==> config.mk <==
export PLATFORM = sky130hd
export DESIGN_NAME = alu_exec_unit_flat
export DESIGN_NICKNAME = d
export VERILOG_FILES = /design/src/rtl/alu_pkg.sv /design/src/rtl/alu_exec_unit_if.sv /design/src/rtl/alu_shift_iter.sv /design/src/rtl/alu_exec_unit.sv /design/src/flat_wrapper.sv
export SDC_FILE = /design/constraint.sdc
export NUM_CORES = 1
export LEC_CHECK = 0
export BUFFER_PORTS_ARGS = -buffer_cell sky130_fd_sc_hd__buf_4
export CAP_MARGIN = 20
export CELL_PAD_IN_SITES_DETAIL_PLACEMENT = 1
export CELL_PAD_IN_SITES_GLOBAL_PLACEMENT = 1
export CORE_MARGIN = 8
export CORE_UTILIZATION = 40
export DETAILED_ROUTE_END_ITERATION = 7
export GPL_TIMING_DRIVEN = 0
export MAX_ROUTING_LAYER = met4
export PLACE_DENSITY = 0.8
export RECOVER_POWER = 50
export SYNTH_ARGS = -nofsm -noshare
export SYNTH_HDL_FRONTEND = slang
export SYNTH_SLANG_ARGS = --single-unit
==> constraint.sdc <==
create_clock -name clk_i -period 8.1 [get_ports clk_i]
set_clock_uncertainty 0.15 [all_clocks]
set_input_delay 0.81 -clock clk_i [delete_from_list [all_inputs] [get_ports clk_i]]
set_output_delay 0.81 -clock clk_i [all_outputs]
set_load 0.05 [all_outputs]
==> src/rtl/alu_pkg.sv <==
// Shared ALU definitions: control codes, FSM states and default width.
// Imported by the execution unit, its shifter and the control decoder.
package alu_pkg;

    localparam int XLEN_DEFAULT = 32;

    typedef enum logic [3:0] {
        ALU_AND = 4'b0000,
        ALU_OR  = 4'b0001,
        ALU_ADD = 4'b0010,
        ALU_SUB = 4'b0011,
        ALU_XOR = 4'b0100,
        ALU_SLL = 4'b0101,
        ALU_SRL = 4'b0110,
        ALU_SLT = 4'b0111
    } alu_ctrl_e;

    typedef enum logic [1:0] {
        ST_IDLE,
        ST_SHIFT,
        ST_DONE
    } alu_state_e;

endpackage

==> src/rtl/alu_exec_unit_if.sv <==
// Request/response bundle of the execution-stage ALU.
// The slave side is the ALU; the master side issues ops and takes results.
interface alu_exec_unit_if #(
    parameter int XLEN = alu_pkg::XLEN_DEFAULT
);
    logic            valid_i;
    logic            ready_o;
    logic [3:0]      control_line_i;
    logic [XLEN-1:0] operand_a_i;
    logic [XLEN-1:0] operand_b_i;
    logic            valid_o;
    logic            ready_i;
    logic [XLEN-1:0] result_o;
    logic            zero_o;
    logic            illegal_o;

    modport master (
        output valid_i, control_line_i,
        output operand_a_i, operand_b_i,
        output ready_i,
        input  ready_o, valid_o,
        input  result_o, zero_o, illegal_o
    );

    modport slave (
        input  valid_i, control_line_i,
        input  operand_a_i, operand_b_i,
        input  ready_i,
        output ready_o, valid_o,
        output result_o, zero_o, illegal_o
    );
endinterface

==> src/rtl/alu_shift_iter.sv <==
// One-bit-per-cycle logical shifter; runs while cnt is nonzero.
// done flags the cycle whose edge applies the final shift.
module alu_shift_iter #(
    parameter int XLEN = 32,
    parameter int SHW  = 5
) (
    input  logic            clk_i,
    input  logic            rst_i,
    input  logic            load,
    input  logic            left,
    input  logic [XLEN-1:0] data,
    input  logic [SHW-1:0]  amt,
    output logic [XLEN-1:0] shifted,
    output logic            done
);
    logic [XLEN-1:0] sreg;
    logic [SHW-1:0]  cnt;
    logic            left_q;

    assign shifted = left_q ? {sreg[XLEN-2:0], 1'b0}
                            : {1'b0, sreg[XLEN-1:1]};
    assign done    = (cnt == SHW'(1));

    always_ff @(posedge clk_i or posedge rst_i) begin
        if (rst_i) begin
            sreg   <= '0;
            cnt    <= '0;
            left_q <= 1'b0;
        end else if (load) begin
            sreg   <= data;
            cnt    <= amt;
            left_q <= left;
        end else if (cnt != '0) begin
            sreg <= shifted;
            cnt  <= cnt - SHW'(1);
        end
    end
endmodule

==> src/rtl/alu_exec_unit.sv <==
// Execution-stage ALU: single-cycle logic/arith ops plus iterative shifts,
// registered result and flags behind valid/ready handshakes.
module alu_exec_unit
    import alu_pkg::*;
#(
    parameter int XLEN = XLEN_DEFAULT,
    parameter int SHW  = $clog2(XLEN)
) (
    input  logic           clk_i,
    input  logic           rst_i,
    alu_exec_unit_if.slave bus
);
    alu_state_e      state;
    logic [XLEN-1:0] a, b;
    logic [XLEN-1:0] alu_res, fast_res, sh_res, res_q;
    logic [SHW-1:0]  shamt;
    logic            illegal, is_shift, fast_path;
    logic            sh_load, sh_left, sh_done;
    logic            valid_q, zero_q, illegal_q;

    assign a     = bus.operand_a_i;
    assign b     = bus.operand_b_i;
    assign shamt = b[SHW-1:0];

    always_comb begin
        alu_res  = '0;
        illegal  = 1'b0;
        is_shift = 1'b0;
        case (bus.control_line_i)
            ALU_AND: alu_res = a & b;
            ALU_OR:  alu_res = a | b;
            ALU_ADD: alu_res = a + b;
            ALU_SUB: alu_res = a - b;
            ALU_XOR: alu_res = a ^ b;
            ALU_SLL: is_shift = 1'b1;
            ALU_SRL: is_shift = 1'b1;
            ALU_SLT: alu_res = {{(XLEN-1){1'b0}},
                                $signed(a) < $signed(b)};
            default: illegal = 1'b1;
        endcase
    end

    // A zero-length shift completes like any single-cycle op.
    assign fast_path = !is_shift || (shamt == '0);
    assign fast_res  = is_shift ? a : alu_res;
    assign sh_load   = (state == ST_IDLE) && bus.valid_i && is_shift;
    assign sh_left   = (bus.control_line_i == ALU_SLL);

    alu_shift_iter #(
        .XLEN (XLEN),
        .SHW  (SHW)
    ) u_shift (
        .clk_i   (clk_i),
        .rst_i   (rst_i),
        .load    (sh_load),
        .left    (sh_left),
        .data    (a),
        .amt     (shamt),
        .shifted (sh_res),
        .done    (sh_done)
    );

    always_ff @(posedge clk_i or posedge rst_i) begin
        if (rst_i) begin
            state     <= ST_IDLE;
            valid_q   <= 1'b0;
            res_q     <= '0;
            zero_q    <= 1'b1;
            illegal_q <= 1'b0;
        end else begin
            case (state)
                ST_IDLE: begin
                    if (bus.valid_i) begin
                        if (fast_path) begin
                            res_q     <= fast_res;
                            zero_q    <= (fast_res == '0);
                            illegal_q <= illegal;
                            valid_q   <= 1'b1;
                            state     <= ST_DONE;
                        end else begin
                            state <= ST_SHIFT;
                        end
                    end
                end
                ST_SHIFT: begin
                    if (sh_done) begin
                        res_q     <= sh_res;
                        zero_q    <= (sh_res == '0);
                        illegal_q <= 1'b0;
                        valid_q   <= 1'b1;
                        state     <= ST_DONE;
                    end
                end
                ST_DONE: begin
                    if (bus.ready_i) begin
                        valid_q <= 1'b0;
                        state   <= ST_IDLE;
                    end
                end
                default: state <= ST_IDLE;
            endcase
        end
    end

    assign bus.ready_o   = (state == ST_IDLE);
    assign bus.valid_o   = valid_q;
    assign bus.result_o  = res_q;
    assign bus.zero_o    = zero_q;
    assign bus.illegal_o = illegal_q;
endmodule

==> src/flat_wrapper.sv <==
// flat-port wrapper written by rule: the top's interface ports become plain ports
module alu_exec_unit_flat import alu_pkg::*;
#(
    parameter int XLEN = XLEN_DEFAULT,
    parameter int SHW  = $clog2(XLEN)
)
  (clk_i, rst_i, bus_valid_i, bus_control_line_i, bus_operand_a_i, bus_operand_b_i, bus_ready_i, bus_ready_o, bus_valid_o, bus_result_o, bus_zero_o, bus_illegal_o);
  alu_exec_unit_if #(.XLEN(XLEN)) bus_i ();
  input  logic clk_i;
  input  logic rst_i;
  input wire logic [$bits(bus_i.valid_i)-1:0] bus_valid_i;
  input wire logic [$bits(bus_i.control_line_i)-1:0] bus_control_line_i;
  input wire logic [$bits(bus_i.operand_a_i)-1:0] bus_operand_a_i;
  input wire logic [$bits(bus_i.operand_b_i)-1:0] bus_operand_b_i;
  input wire logic [$bits(bus_i.ready_i)-1:0] bus_ready_i;
  output wire logic [$bits(bus_i.ready_o)-1:0] bus_ready_o;
  output wire logic [$bits(bus_i.valid_o)-1:0] bus_valid_o;
  output wire logic [$bits(bus_i.result_o)-1:0] bus_result_o;
  output wire logic [$bits(bus_i.zero_o)-1:0] bus_zero_o;
  output wire logic [$bits(bus_i.illegal_o)-1:0] bus_illegal_o;
  assign bus_i.valid_i = bus_valid_i;
  assign bus_i.control_line_i = bus_control_line_i;
  assign bus_i.operand_a_i = bus_operand_a_i;
  assign bus_i.operand_b_i = bus_operand_b_i;
  assign bus_i.ready_i = bus_ready_i;
  assign bus_ready_o = bus_i.ready_o;
  assign bus_valid_o = bus_i.valid_o;
  assign bus_result_o = bus_i.result_o;
  assign bus_zero_o = bus_i.zero_o;
  assign bus_illegal_o = bus_i.illegal_o;
  alu_exec_unit #(.XLEN(XLEN), .SHW(SHW)) u_core (.clk_i(clk_i), .rst_i(rst_i), .bus(bus_i));
endmodule
==> results.json <==
{
  "status": "finished with violations",
  "violations": "max-capacitance violations, max-slew violations",
  "die_x_um": 170.1,
  "drt-total-wl_um": 42310,
  "drtPass1Iterations": 5,
  "grt_max_degree": 57,
  "post_cts_buffers": 0,
  "seq_area_frac_synth": 0.1976,
  "ys_warn_count": 0,
  "max-clock-path-buffers": 2,
  "fin_tns_setup_ps": 0,
  "swShare": 0.5256,
  "p_clk_frac": 0.152,
  "hp-start": "u_core.bus.result_o[6]$_DFFE_PP0P_",
  "internal_power_mw": 1.271,
  "crit_type": "in2reg",
  "stdcell_count": 1741,
  "nets": 1602,
  "clk_latency_ps": 340,
  "hp-class": "reg2reg",
  "synth_area_leaders": "dfrtp_1, ha_1, o21ai_0",
  "seq_power_share": 0.254,
  "rows": 56,
  "synth_top_area_cell": "dfrtp_1",
  "rsz0062_at_grt": "no",
  "antenna_found_initial": 0,
  "setup.worst_path.start_class": "primary input",
  "synth_adder_area_share": 0.1504,
  "hold_buffers": 0,
  "drc_errors": 0,
  "setup_viol": 0,
  "cp-end-kind": "flop",
  "critPathMaxFanout": 10,
  "clock-root-buffer": "clkbuf_16",
  "synth_top_family_by_area": "compound AO/OA/AOI/OAI gates",
  "syn_to_final_growth_pct": 15.27,
  "ys_types": 88,
  "hpwl_um": 33960,
  "overflow": 0,
  "rrSetupSlack_ps": 3980,
  "dieArea_um2": 28950,
  "slew_headroom": -1.025,
  "switchingPower_mw": 1.408,
  "synthArstFlopShare": 1.000,
  "groute.usage.overall": 0.2944,
  "netlist_instances": 1296,
  "p_leak_nw": 4.865,
  "drive_gt1_frac": 0.09775,
  "via_count": 10900,
  "whs_path_depth": 2,
  "syn_area_um2": 9503,
  "synthMuxAreaShare": 0.05161,
  "r2r_start": "u_core.state[0]$_DFFE_PP0P_",
  "ant_nets": 0,
  "via_per_inst": 6.260,
  "place_congestion": 0.9699,
  "start_util": 0.4061,
  "synth_most_common_cell": "nand2_1",
  "r2r-end": "u_core.bus.zero_o$_DFFE_PP1P_",
  "synth_xor_area_frac": 0.01659,
  "portBuffers": 107,
  "tightest_slew_ps": 3038,
  "yosys_register_bits": 75,
  "synth_nets": 1481,
  "whs_endpoint": "u_core.bus.result_o[6]$_DFFE_PP0P_",
  "core_area_um2": 23400,
  "cts_inserted_buffers": 9,
  "dp_cells": 1725,
  "cts_sinks": 75,
  "r2r_cells": 11,
  "synth_edf_count": 0,
  "cts-resized-gates": 0,
  "p_per_area_nw_per_um2": 244.6,
  "ir_worst_vdd_mv": 0.1605,
  "clk_pin_slew_worst_paths_ps": 60,
  "p_comb_frac": 0.594,
  "netlist_top_cells_count": "nand2_1, o21ai_0, ha_1, inv_1, a21oi_1",
  "grt_pass1_wl_um": 64530,
  "cts_tree": "done",
  "cp_data_required_time_ps": 8200,
  "post-route-util": 0.4681,
  "synth_top_area_frac": 0.1949,
  "htree_levels": 3,
  "io_pins": 108,
  "synth_top_flop_cell": "dfrtp_1",
  "fmax_mhz": 187.3,
  "min_period_over_period": 0.6592,
  "finalHoldViolCount": 0,
  "drt_iter0_markers": 1265,
  "synthSimpleGateAreaFrac": 0.2071,
  "grt_pass1_vias": 10950,
  "cap_violations": 1,
  "die_y_um": 170.1,
  "syn_area_per_cell_um2": 7.332,
  "timing.final.crit_period_ps": 5340,
  "insertedDiodeCount": 0,
  "finalMaxSlewViolations": 57,
  "synth_compound_area_frac": 0.3007,
  "critical_path_arrival_ps": 5440,
  "routedWlPerCell_um": 24.30
}
[logic make-up after synthesis]
kind of cell / Yosys count
compound gates: 441
xor+xnor: 18
fa+ha+maj: 113
buf+inv: 188
flops: 75
mux: 48
simple gates: 413
[critical path: stages]
cell and delay [ps]:
buf_4 110, inv_1 100, ha_1 350, clkbuf_1 380, inv_2 130, a21oi_1 250, o311ai_1 150, a211oi_1 760
a21oi_1 220, o21ba_2 280, nor3b_1 140, a211oi_1 520, or4bb_1 530, nor4_1 330, nand4_1 170, o31ai_2 210
[worst max path at each step]
| stage | startpoint | to | cells after the start | slack, ps |
|---|---|---|---|---|
| 2_1_floorplan | bus_operand_b_i[0] | u_core.bus.zero_o$_DFFE_PP1P_ | 15 | 3840 |
| 3_5_place_dp | bus_operand_a_i[9] | u_core.bus.zero_o$_DFFE_PP1P_ | 16 | 2610 |
| 4_1_cts | bus_operand_a_i[9] | u_core.bus.zero_o$_DFFE_PP1P_ | 16 | 2910 |
| 5_1_grt | bus_operand_a_i[11] | u_core.bus.zero_o$_DFFE_PP1P_ | 16 | 2530 |
| 6_report | bus_operand_a_i[11] | u_core.bus.zero_o$_DFFE_PP1P_ | 16 | 2760 |
| 3_3_place_gp | bus_operand_b_i[3] | u_core.bus.zero_o$_DFFE_PP1P_ | 16 | 2450 |
[power groups by stage]
| stage | sequential [mW] | combinational (mW) | clock [mW] |
|---|---|---|---|
| 2_1_floorplan | 0.898 | 0.818 | 0 |
| 3_3_place_gp | 0.668 | 1.54 | 0 |
| 3_5_place_dp | 0.681 | 1.59 | 0 |
| 4_1_cts | 0.679 | 1.60 | 0.407 |
| 5_1_grt | 0.699 | 1.72 | 0.422 |
| 6_report | 0.682 | 1.59 | 0.406 |
[area by class of cell]
type / count / area [um2]
well taps: 319 / 399.1
clock buffers: 9 / 225.2
multi-input cells: 1033 / 6903
clock inverters: 7 / 73.82
repair buffers: 110 / 752.0
flip-flops and latches: 75 / 1878
plain buffers: 87 / 342.8
inverters: 101 / 380.4
fillers: 2996 / 12450
[flip-flops by register name (all words and copies together), names as in the netlist]
name / flops
u_core.state: 2
u_core.bus.zero_o: 1
u_core.bus.valid_o: 1
u_core.bus.illegal_o: 1
u_core.u_shift.cnt: 5
u_core.u_shift.left_q: 1
u_core.u_shift.sreg: 32
u_core.bus.result_o: 32
[cell usage in the layout, fill, tap and decap left out, drive strengths merged, types with 14 or more instances in the layout]
cell type	count
nor3	38
o211ai	41
a211oi	18
clkbuf	102
mux2i	40
buf	104
nand2b	15
o21ai	140
o31ai	22
xnor2	14
nand3	22
dfrtp	74
nand2	160
inv	101
ha	111
a221o	14
nor2	86
a21oi	95
[metal layers]
metal | track usage | up-vias | routed length (um)
li1 | - | 4930 | -
met1 | 0.3870 | 5386 | 18850
met2 | 0.4652 | 488 | 19220
met3 | 0.02711 | 94 | 2773
met4 | 0.1083 | 0 | 1463
met5 | - | - | 0
[per-stage QoR]
| stage | setup WS, ps | cell area, um2 | hold slack (ps) | power, mW |
|---|---|---|---|---|
| 6_report | 2760 | 10950 | 327.4 | 2.679 |
| 4_1_cts | 2914 | 11050 | 267.2 | 2.691 |
| 2_1_floorplan | 3845 | 9503 | 305.5 | 1.716 |
| 5_1_grt | 2527 | 10950 | 356.9 | 2.844 |
| 3_3_place_gp | 2453 | 10710 | 316.2 | 2.205 |
| 3_5_place_dp | 2606 | 10750 | 321.3 | 2.267 |
No activity file was read; power rests on OpenSTA's default activity.
